<file path="config.mk">
export PLATFORM = sky130hd
export DESIGN_NAME = ibex_pext_mac_sequencer
export DESIGN_NICKNAME = d
export VERILOG_FILES = /design/src/rtl/ibex_pext_mac_sequencer.sv
export SDC_FILE = /design/constraint.sdc
export NUM_CORES = 1
export LEC_CHECK = 0
export BUFFER_PORTS_ARGS = -buffer_cell sky130_fd_sc_hd__buf_2
export CAP_MARGIN = 20
export CELL_PAD_IN_SITES_DETAIL_PLACEMENT = 0
export CELL_PAD_IN_SITES_GLOBAL_PLACEMENT = 2
export CORE_MARGIN = 5
export CORE_UTILIZATION = 37
export CTS_CLUSTER_DIAMETER = 30
export DETAILED_ROUTE_END_ITERATION = 10
export MAX_ROUTING_LAYER = met4
export PLACE_DENSITY_LB_ADDON = 0.3
export SLEW_MARGIN = 20
export SYNTH_ARGS = -nofsm -noshare
export SYNTH_HDL_FRONTEND = slang
export SYNTH_SLANG_ARGS = --single-unit
</file>
<file path="constraint.sdc">
create_clock -name clk_i -period 12.86 [get_ports clk_i]
set_input_delay 2.572 -clock clk_i [delete_from_list [all_inputs] [get_ports clk_i]]
set_output_delay 2.572 -clock clk_i [all_outputs]
set_load 0.02 [all_outputs]
</file>
<file path="src/rtl/ibex_pext_mac_sequencer.sv">
// ibex_pext_mac_sequencer
//   Multi-cycle sequencer for the Pext 32-bit multiply-accumulate ops
//   MADDR32, MSUBR32, KMMAC and KMMSB. One signed 17x17 multiplier is
//   time-shared across the four 16-bit partial products, which are summed
//   into a 64-bit accumulator. The final add/sub with rd is done on the
//   shared ALU adder (borrowed for one cycle in ACC). Hi ops saturate.
//
//   Optional feature macro: IBEX_PEXT_MAC_ROUND_EN
//     Adds round_i, which selects the rounding variants KMMACu/KMMSBu.
//
// Ports
//   clk_i, rst_ni         clock, asynchronous active-low reset
//   en_i, kill_i          op request (held until valid_o) / EX flush
//   op_i                  00 MADDR32, 01 MSUBR32, 10 KMMAC, 11 KMMSB
//   operand_{a,b,c}_i     rs1, rs2, rd
//   round_i               (macro only) rounding select for hi ops
//   alu_operand_{a,b}_o   adder operands during ACC, else 0
//   alu_sub_o, alu_req_o  adder subtract select / adder request
//   alu_result_i          33-bit sign-extended adder result (same cycle)
//   result_o, ov_o        final value and saturation flag, with valid_o
//   valid_o, busy_o       completion strobe / op in flight
module ibex_pext_mac_sequencer (
  input  logic        clk_i,
  input  logic        rst_ni,
  input  logic        en_i,
  input  logic        kill_i,
  input  logic [1:0]  op_i,
  input  logic [31:0] operand_a_i,
  input  logic [31:0] operand_b_i,
  input  logic [31:0] operand_c_i,
`ifdef IBEX_PEXT_MAC_ROUND_EN
  input  logic        round_i,
`endif
  output logic [31:0] alu_operand_a_o,
  output logic [31:0] alu_operand_b_o,
  output logic [1:0]  alu_sub_o,
  output logic        alu_req_o,
  input  logic [32:0] alu_result_i,
  output logic [31:0] result_o,
  output logic        ov_o,
  output logic        valid_o,
  output logic        busy_o
);

  localparam int ACC_W = 64;

  typedef enum logic [2:0] {IDLE, ALBL, ALBH, AHBL, AHBH, ACC} state_e;

  state_e             state_q, state_d;
  logic [ACC_W-1:0]   acc_q, acc_d;

  logic               hi_op;
  logic               a_hi, b_hi;
  logic [16:0]        mul_a, mul_b;
  logic signed [33:0] mul_prod;
  logic [ACC_W-1:0]   pp;
  logic [31:0]        word_hi;
  logic               sat;
  logic [31:0]        sat_res;

  assign hi_op = op_i[1];

  // Operand half selection follows the state: A-high in AHBL/AHBH,
  // B-high in ALBH/AHBH. Low halves are unsigned, high halves signed.
  assign a_hi  = (state_q == AHBL) || (state_q == AHBH);
  assign b_hi  = (state_q == ALBH) || (state_q == AHBH);
  assign mul_a = a_hi ? {operand_a_i[31], operand_a_i[31:16]} : {1'b0, operand_a_i[15:0]};
  assign mul_b = b_hi ? {operand_b_i[31], operand_b_i[31:16]} : {1'b0, operand_b_i[15:0]};

  assign mul_prod = $signed({{17{mul_a[16]}}, mul_a}) * $signed({{17{mul_b[16]}}, mul_b});
  assign pp       = {{(ACC_W-34){mul_prod[33]}}, mul_prod};

`ifdef IBEX_PEXT_MAC_ROUND_EN
  // Cannot wrap: acc[63:32]=0x7FFFFFFF with acc[31]=1 is not a reachable product.
  assign word_hi = acc_q[63:32] + {31'b0, round_i & acc_q[31]};
`else
  assign word_hi = acc_q[63:32];
`endif

  // 33-bit result overflows 32 bits when the two top bits disagree.
  assign sat     = alu_result_i[32] != alu_result_i[31];
  assign sat_res = alu_result_i[32] ? 32'h8000_0000 : 32'h7FFF_FFFF;

  always_comb begin
    state_d         = state_q;
    acc_d           = acc_q;
    alu_req_o       = 1'b0;
    alu_operand_a_o = '0;
    alu_operand_b_o = '0;
    alu_sub_o       = 2'b00;
    valid_o         = 1'b0;
    result_o        = '0;
    ov_o            = 1'b0;
    unique case (state_q)
      IDLE: if (en_i) state_d = ALBL;
      ALBL: begin
        acc_d   = pp;
        state_d = ALBH;
      end
      ALBH: begin
        acc_d   = acc_q + (pp << 16);
        state_d = AHBL;
      end
      AHBL: begin
        acc_d   = acc_q + (pp << 16);
        // AH*BH only lands in bits 63:32, irrelevant to lo ops.
        state_d = hi_op ? AHBH : ACC;
      end
      AHBH: begin
        acc_d   = acc_q + (pp << 32);
        state_d = ACC;
      end
      ACC: begin
        alu_req_o       = 1'b1;
        alu_operand_a_o = operand_c_i;
        alu_operand_b_o = hi_op ? word_hi : acc_q[31:0];
        alu_sub_o       = {2{op_i[0]}};
        valid_o         = !kill_i;
        if (valid_o) begin
          result_o = (hi_op && sat) ? sat_res : alu_result_i[31:0];
          ov_o     = hi_op && sat;
        end
        state_d = IDLE;
      end
      default: state_d = IDLE;
    endcase
    // Flush wins everywhere, including over a new request in IDLE.
    if (kill_i) begin
      state_d = IDLE;
      acc_d   = acc_q;
    end
  end

  always_ff @(posedge clk_i or negedge rst_ni) begin
    if (!rst_ni) begin
      state_q <= IDLE;
      acc_q   <= '0;
    end else begin
      state_q <= state_d;
      acc_q   <= acc_d;
    end
  end

  assign busy_o = state_q != IDLE;

`ifndef SYNTHESIS
  en_held_a: assert property (@(posedge clk_i) disable iff (!rst_ni)
    (state_q != IDLE) |-> (en_i || kill_i));
`endif

endmodule

</file>
### Word-level counts from Yosys, hierarchy flattened

Index checks and enable logic that the tools add are counted.

| operators by class | value |
|---|---|
| equality and inequality tests | 7 |
| bitwise gates (word level) | 1 |
| multipliers | 1 |
| add/sub/neg operators | 2 |
| mux-type cells | 19 |
| reduce and logical (&&, ||, !) cells | 9 |

Operators with widths:

| operator | count |
|---|---|
| $mux W32 | 7 |
| $pmux W64 S3 | 1 |
| $add A64 B64 Y64 | 2 |
| $mul A17 B17 Y34 | 1 |
| $mux W17 | 2 |
| $pmux W3 S5 | 1 |
| $eq A3 B2 Y1 const B | 2 |
| $eq A3 B3 Y1 const B | 2 |
| $mux W3 | 2 |
| $reduce_bool A3 Y1 | 2 |
| $mux W1 | 5 |
| $eq A3 B1 Y1 const B | 1 |
| $logic_not A3 Y1 | 1 |
| $ne A3 B3 Y1 const B | 1 |
| $logic_or A1 B1 Y1 | 2 |
| $mux W2 | 1 |
| $reduce_and A2 Y1 | 1 |
| $reduce_or A2 Y1 | 1 |
| $logic_and A1 B1 Y1 | 1 |
| $logic_not A1 Y1 | 1 |
| $ne A1 B1 Y1 | 1 |
| $not A1 Y1 | 1 |

| storage, ports and cells | value |
|---|---|
| input port bits | 135 |
| logic and storage cells | 41 |
| register bits after elaboration | 67 |

### Longest topological paths before layout

| depth | value |
|---|---|
| depth after elaboration | 6 |
| gate-level depth with buffers | 44 |
| depth with buffers taken out | 42 |

### Least setup slack after synthesis

Ideal clock, no wire load.

| path | value |
|---|---|
| path type | input port to flip-flop |
| start | in operand_a_i[31] |
| end | reg acc_q[61] |
| setup time | 0.119 ns |
| path slack | 2.145 ns |
| path buffers | 2 |
| cell stages on the path | 35 |
| data required time | 12.741 ns |
| arrival time | 10.596 ns |
| cells stage by stage | and2_1 clkbuf_1 nand2_1 inv_1 fa_1 inv_1 fa_1 inv_1 fa_1 fa_1 fa_1 inv_1 fa_1 inv_1 ha_1 nand2_1 nor3_2 and3_1 o22a_1 o2111ai_1 nand3b_1 a21oi_1 xnor2_1 ha_1 clkbuf_1 a41oi_1 o21ai_0 a21o_2 a21oi_1 nor2_1 a211oi_1 o21ai_0 xnor2_1 o221ai_1 o21a_1 |

| on the way | value |
|---|---|
| word-level cells in the longest chain between the ends | 4 |
| elaborated cells between the ends (all ways) | 5 |

Ends and longest elaborated chain:

| item | line | RTL |
|---|---|---|
| from (decl) | 28 | `input logic [31:0] operand_a_i,` |
| $mux W17 (*) | 67 | `assign mul_a = a_hi ? {operand_a_i[31], operand_a_i[31:16]} : {1'b0, operand_a_i[15:0]};` |
| $mul A17 B17 Y34 (*) | 70 | `assign mul_prod = $signed({{17{mul_a[16]}}, mul_a}) * $signed({{17{mul_b[16]}}, mul_b});` |
| $add A64 B64 Y64, on equally long branches | 110, 101, 105 |  |
| $pmux W64 S3 (*) | 94 | `unique case (state_q)` |
| to (signal assigned) | 137 | `acc_q <= '0;` |
| to (signal assigned) | 140 | `acc_q <= acc_d;` |
| to (decl) | 50 | `logic [ACC_W-1:0] acc_q, acc_d;` |

Every way passes the cells marked *; elsewhere a longest branch is shown, timed or not.
A chain may end at the register's enable or synchronous reset.

### Worst setup path after layout

| path | value |
|---|---|
| start | in operand_a_i[31] |
| end | reg acc_q[59] |

The elaborated chain is that of the path after synthesis.

==> metrics <==
status finished, final reports clean; HPWL Detailed between 50 and 60 mm; Max Clock Skew 0.0127 ns; PostCTS Resize Cnt 0; CP peak stage delay between 0.8 and 0.9 ns; setup slack, reg-to-reg just under 2 ns; die width approximately 240 um; final hold vios 0; first-pass GRT wire length about 100 mm; Final setup violation count 0; FF-to-FF Start state_q[0]$_DFFE_PN0P_; CP Capture Type flop; Worst Hold Depth 2; total wire length around 66 mm; fmax 84.9 MHz; RSZ-0062 raised after global routing false; DR iter-0 viols roughly 1100; EDFF count, synth 0; Final Max Tran Viols 0; CTS max path bufs 2; Mean Syn Cell Area 8.36 um2; initial antenna violation count 0; post-route ant nets 0; gr usage total 0.241; chip height roughly 240 um; Remaining Overflow, GRT 0; Post-Syn Nets about 2900; Yosys reg bits 67; TritonCTS clock tree built; Fill cells approximately 5300; synth unique cells 81; max-cap violation count 0; cell mode on critical path fa_1; Layout area overhead 12.6%; Core ar. between 50000 and 60000 um2; FFs w/ async S/R, synth 1.00; Hold Path Origin acc_q[1]$_DFFE_PN0P_; Post-synth top flop dfrtp_1; clk_lat worst skew 0.36 ns; clock tree sinks 67; Initial Utilization 0.373; period utilization 0.916; slowest CP cell a21oi_1; layout cell share with drive strength beyond 1 0.142; CP arrival 12.02 ns; Layout Nets 3092; Worst Path Required approximately 13 ns; CTS buffer count 9; # rows 83; vias per cell about 5.3; Non-Filler Instances ~3200; clock root buffer clkbuf_16; Worst Hold Slack slightly below 0.5 ns; dpl cells 3164; minimum clock period approximately 12 ns; H-Tree Depth 3; vias post-DR roughly 17000; gpl congestion about 0.94; Ports between 200 and 250; sequential area share after synthesis 0.0875; hold crit path type flop to flop; worst r2r path cells 39; Initial DRT Pass Iterations 5; # hold bufs at CTS 0; WL/cell around 21 um; Worst Tran Pin Value ~1.0 ns; Post-Syn Area approximately 19000 um2; PortBufs 236; Mapped Cells about 2300; crit path launch type input pin; DRC errors left 0; antenna fix cells 0; Placement Cell Area 21200 um2; Setup Fix Bufs, Post-CTS 0; RR Endpoint acc_q[59]$_DFFE_PN0P_; WS Path Type input pin to flop; largest net degree at the start of global routing between 60 and 70; Syn. warnings 0; die footprint approximately 56000 um2; crit-path max FO 12; vias in the first global route 17200; Hold Path End acc_q[1]$_DFFE_PN0P_; Clock transition at path regs about 0.060 ns; Finished Cell Area approximately 22000 um2; setup TNS 0 ns; Max-Slew Margin vs Limit 0.282
-- registers in the layout, indices dropped and copies added, names as in the netlist --
| name | flops |
|---|---|
| acc_q | 64 |
| state_q | 3 |
-- through the flow --
| step | setup WS [ns] | util |
|---|---|---|
| 2_1_floorplan | 2.15 | - |
| 3_3_place_gp | 0.759 | 0.414 |
| 3_5_place_dp | 0.641 | 0.414 |
| 4_1_cts | 0.974 | 0.420 |
| 5_1_grt | 0.560 | 0.421 |
| 6_report | 1.08 | 0.421 |
-- placed cells by master (no fill, tap or decap), types with 5 or more instances in the layout --
cell / instances
or2_2: 5
o31ai_1: 5
a31oi_1: 15
nand2b_1: 16
o21a_1: 46
fa_1: 298
nor2b_1: 13
nand4_1: 12
buf_4: 41
a211o_1: 6
xnor2_1: 71
nand2_1: 242
o21bai_1: 18
or3_1: 6
o22ai_1: 5
nor2_1: 289
a21o_1: 40
a221oi_1: 18
ha_1: 164
o211ai_1: 8
mux2_2: 25
dfrtp_1: 67
xor2_1: 32
and3_1: 6
clkbuf_16: 9
inv_1: 337
a211oi_1: 18
and2_1: 47
nor3_1: 23
mux2i_1: 64
o21ai_1: 18
nand3_1: 25
nor3b_1: 5
buf_2: 235
o21ai_0: 65
a21oi_1: 122
-- cell type report --
class                           instances  area (um2)  area share
Timing Repair Buffer                  276        1480      0.0688
Multi-Input combinational cell       1803       16000       0.740
Clock buffer                            9         225      0.0104
Tap cell                              680         851      0.0394
Sequential cell                        67        1680      0.0777
Inverter                              338        1270      0.0588
Clock inverter                          6         114     0.00528
-- cell families (layout without fill, tap and decap cells) --
logic type,Yosys count,count (layout),share of synthesized area
flops,67,67,0.0875
buf+inv,422,629,0.0839
fa+ha+maj,462,462,0.418
mux,92,92,0.0497
xor+xnor,104,104,0.0483
simple gates,709,709,0.161
compound gates,436,436,0.151
-- Yosys cell counts, types with 40 or more instances --
| cell type | count | area, um2 |
|---|---|---|
| inv_1 | 337 | 1260 |
| fa_1 | 298 | 5970 |
| nor2_1 | 290 | 1090 |
| nand2_1 | 242 | 908 |
| ha_1 | 164 | 2050 |
| a21oi_1 | 124 | 621 |
| clkbuf_1 | 71 | 267 |
| xnor2_1 | 71 | 622 |
| dfrtp_1 | 67 | 1680 |
| mux2i_1 | 67 | 671 |
| o21ai_0 | 65 | 325 |
| and2_1 | 48 | 300 |
| o21a_1 | 46 | 345 |
| a21o_1 | 40 | 300 |
-- worst max-delay path by stage --
stage / startpoint / end / slack [ns]
global route: operand_a_i[31] / acc_q[61]$_DFFE_PN0P_ / 0.56
floorplan: operand_a_i[31] / acc_q[61]$_DFFE_PN0P_ / 2.15
detailed placement: operand_a_i[31] / acc_q[59]$_DFFE_PN0P_ / 0.64
CTS: operand_a_i[31] / acc_q[59]$_DFFE_PN0P_ / 0.97
global placement: operand_a_i[31] / acc_q[59]$_DFFE_PN0P_ / 0.76
finish: operand_a_i[31] / acc_q[59]$_DFFE_PN0P_ / 1.08
-- per-layer routing --
| layer | part of all wire | track usage | vias up |
|---|---|---|---|
| met5 | 0 | - | - |
| met1 | 0.47 | 0.344 | 8459 |
| li1 | - | - | 7894 |
| met4 | 0.021 | 0.0506 | 0 |
| met2 | 0.46 | 0.375 | 435 |
| met3 | 0.044 | 0.0247 | 68 |
-- critical path: cells and delay by family --
family,cells,cell delay [ns]
xor+xnor,2,0.43
fa+ha+maj,8,3.86
compound gates,14,3.60
simple gates,8,1.21
buf+inv,5,0.29
Power is not shown: default switching activity piles up to over one toggle a cycle in this logic, so the estimate is an artifact.
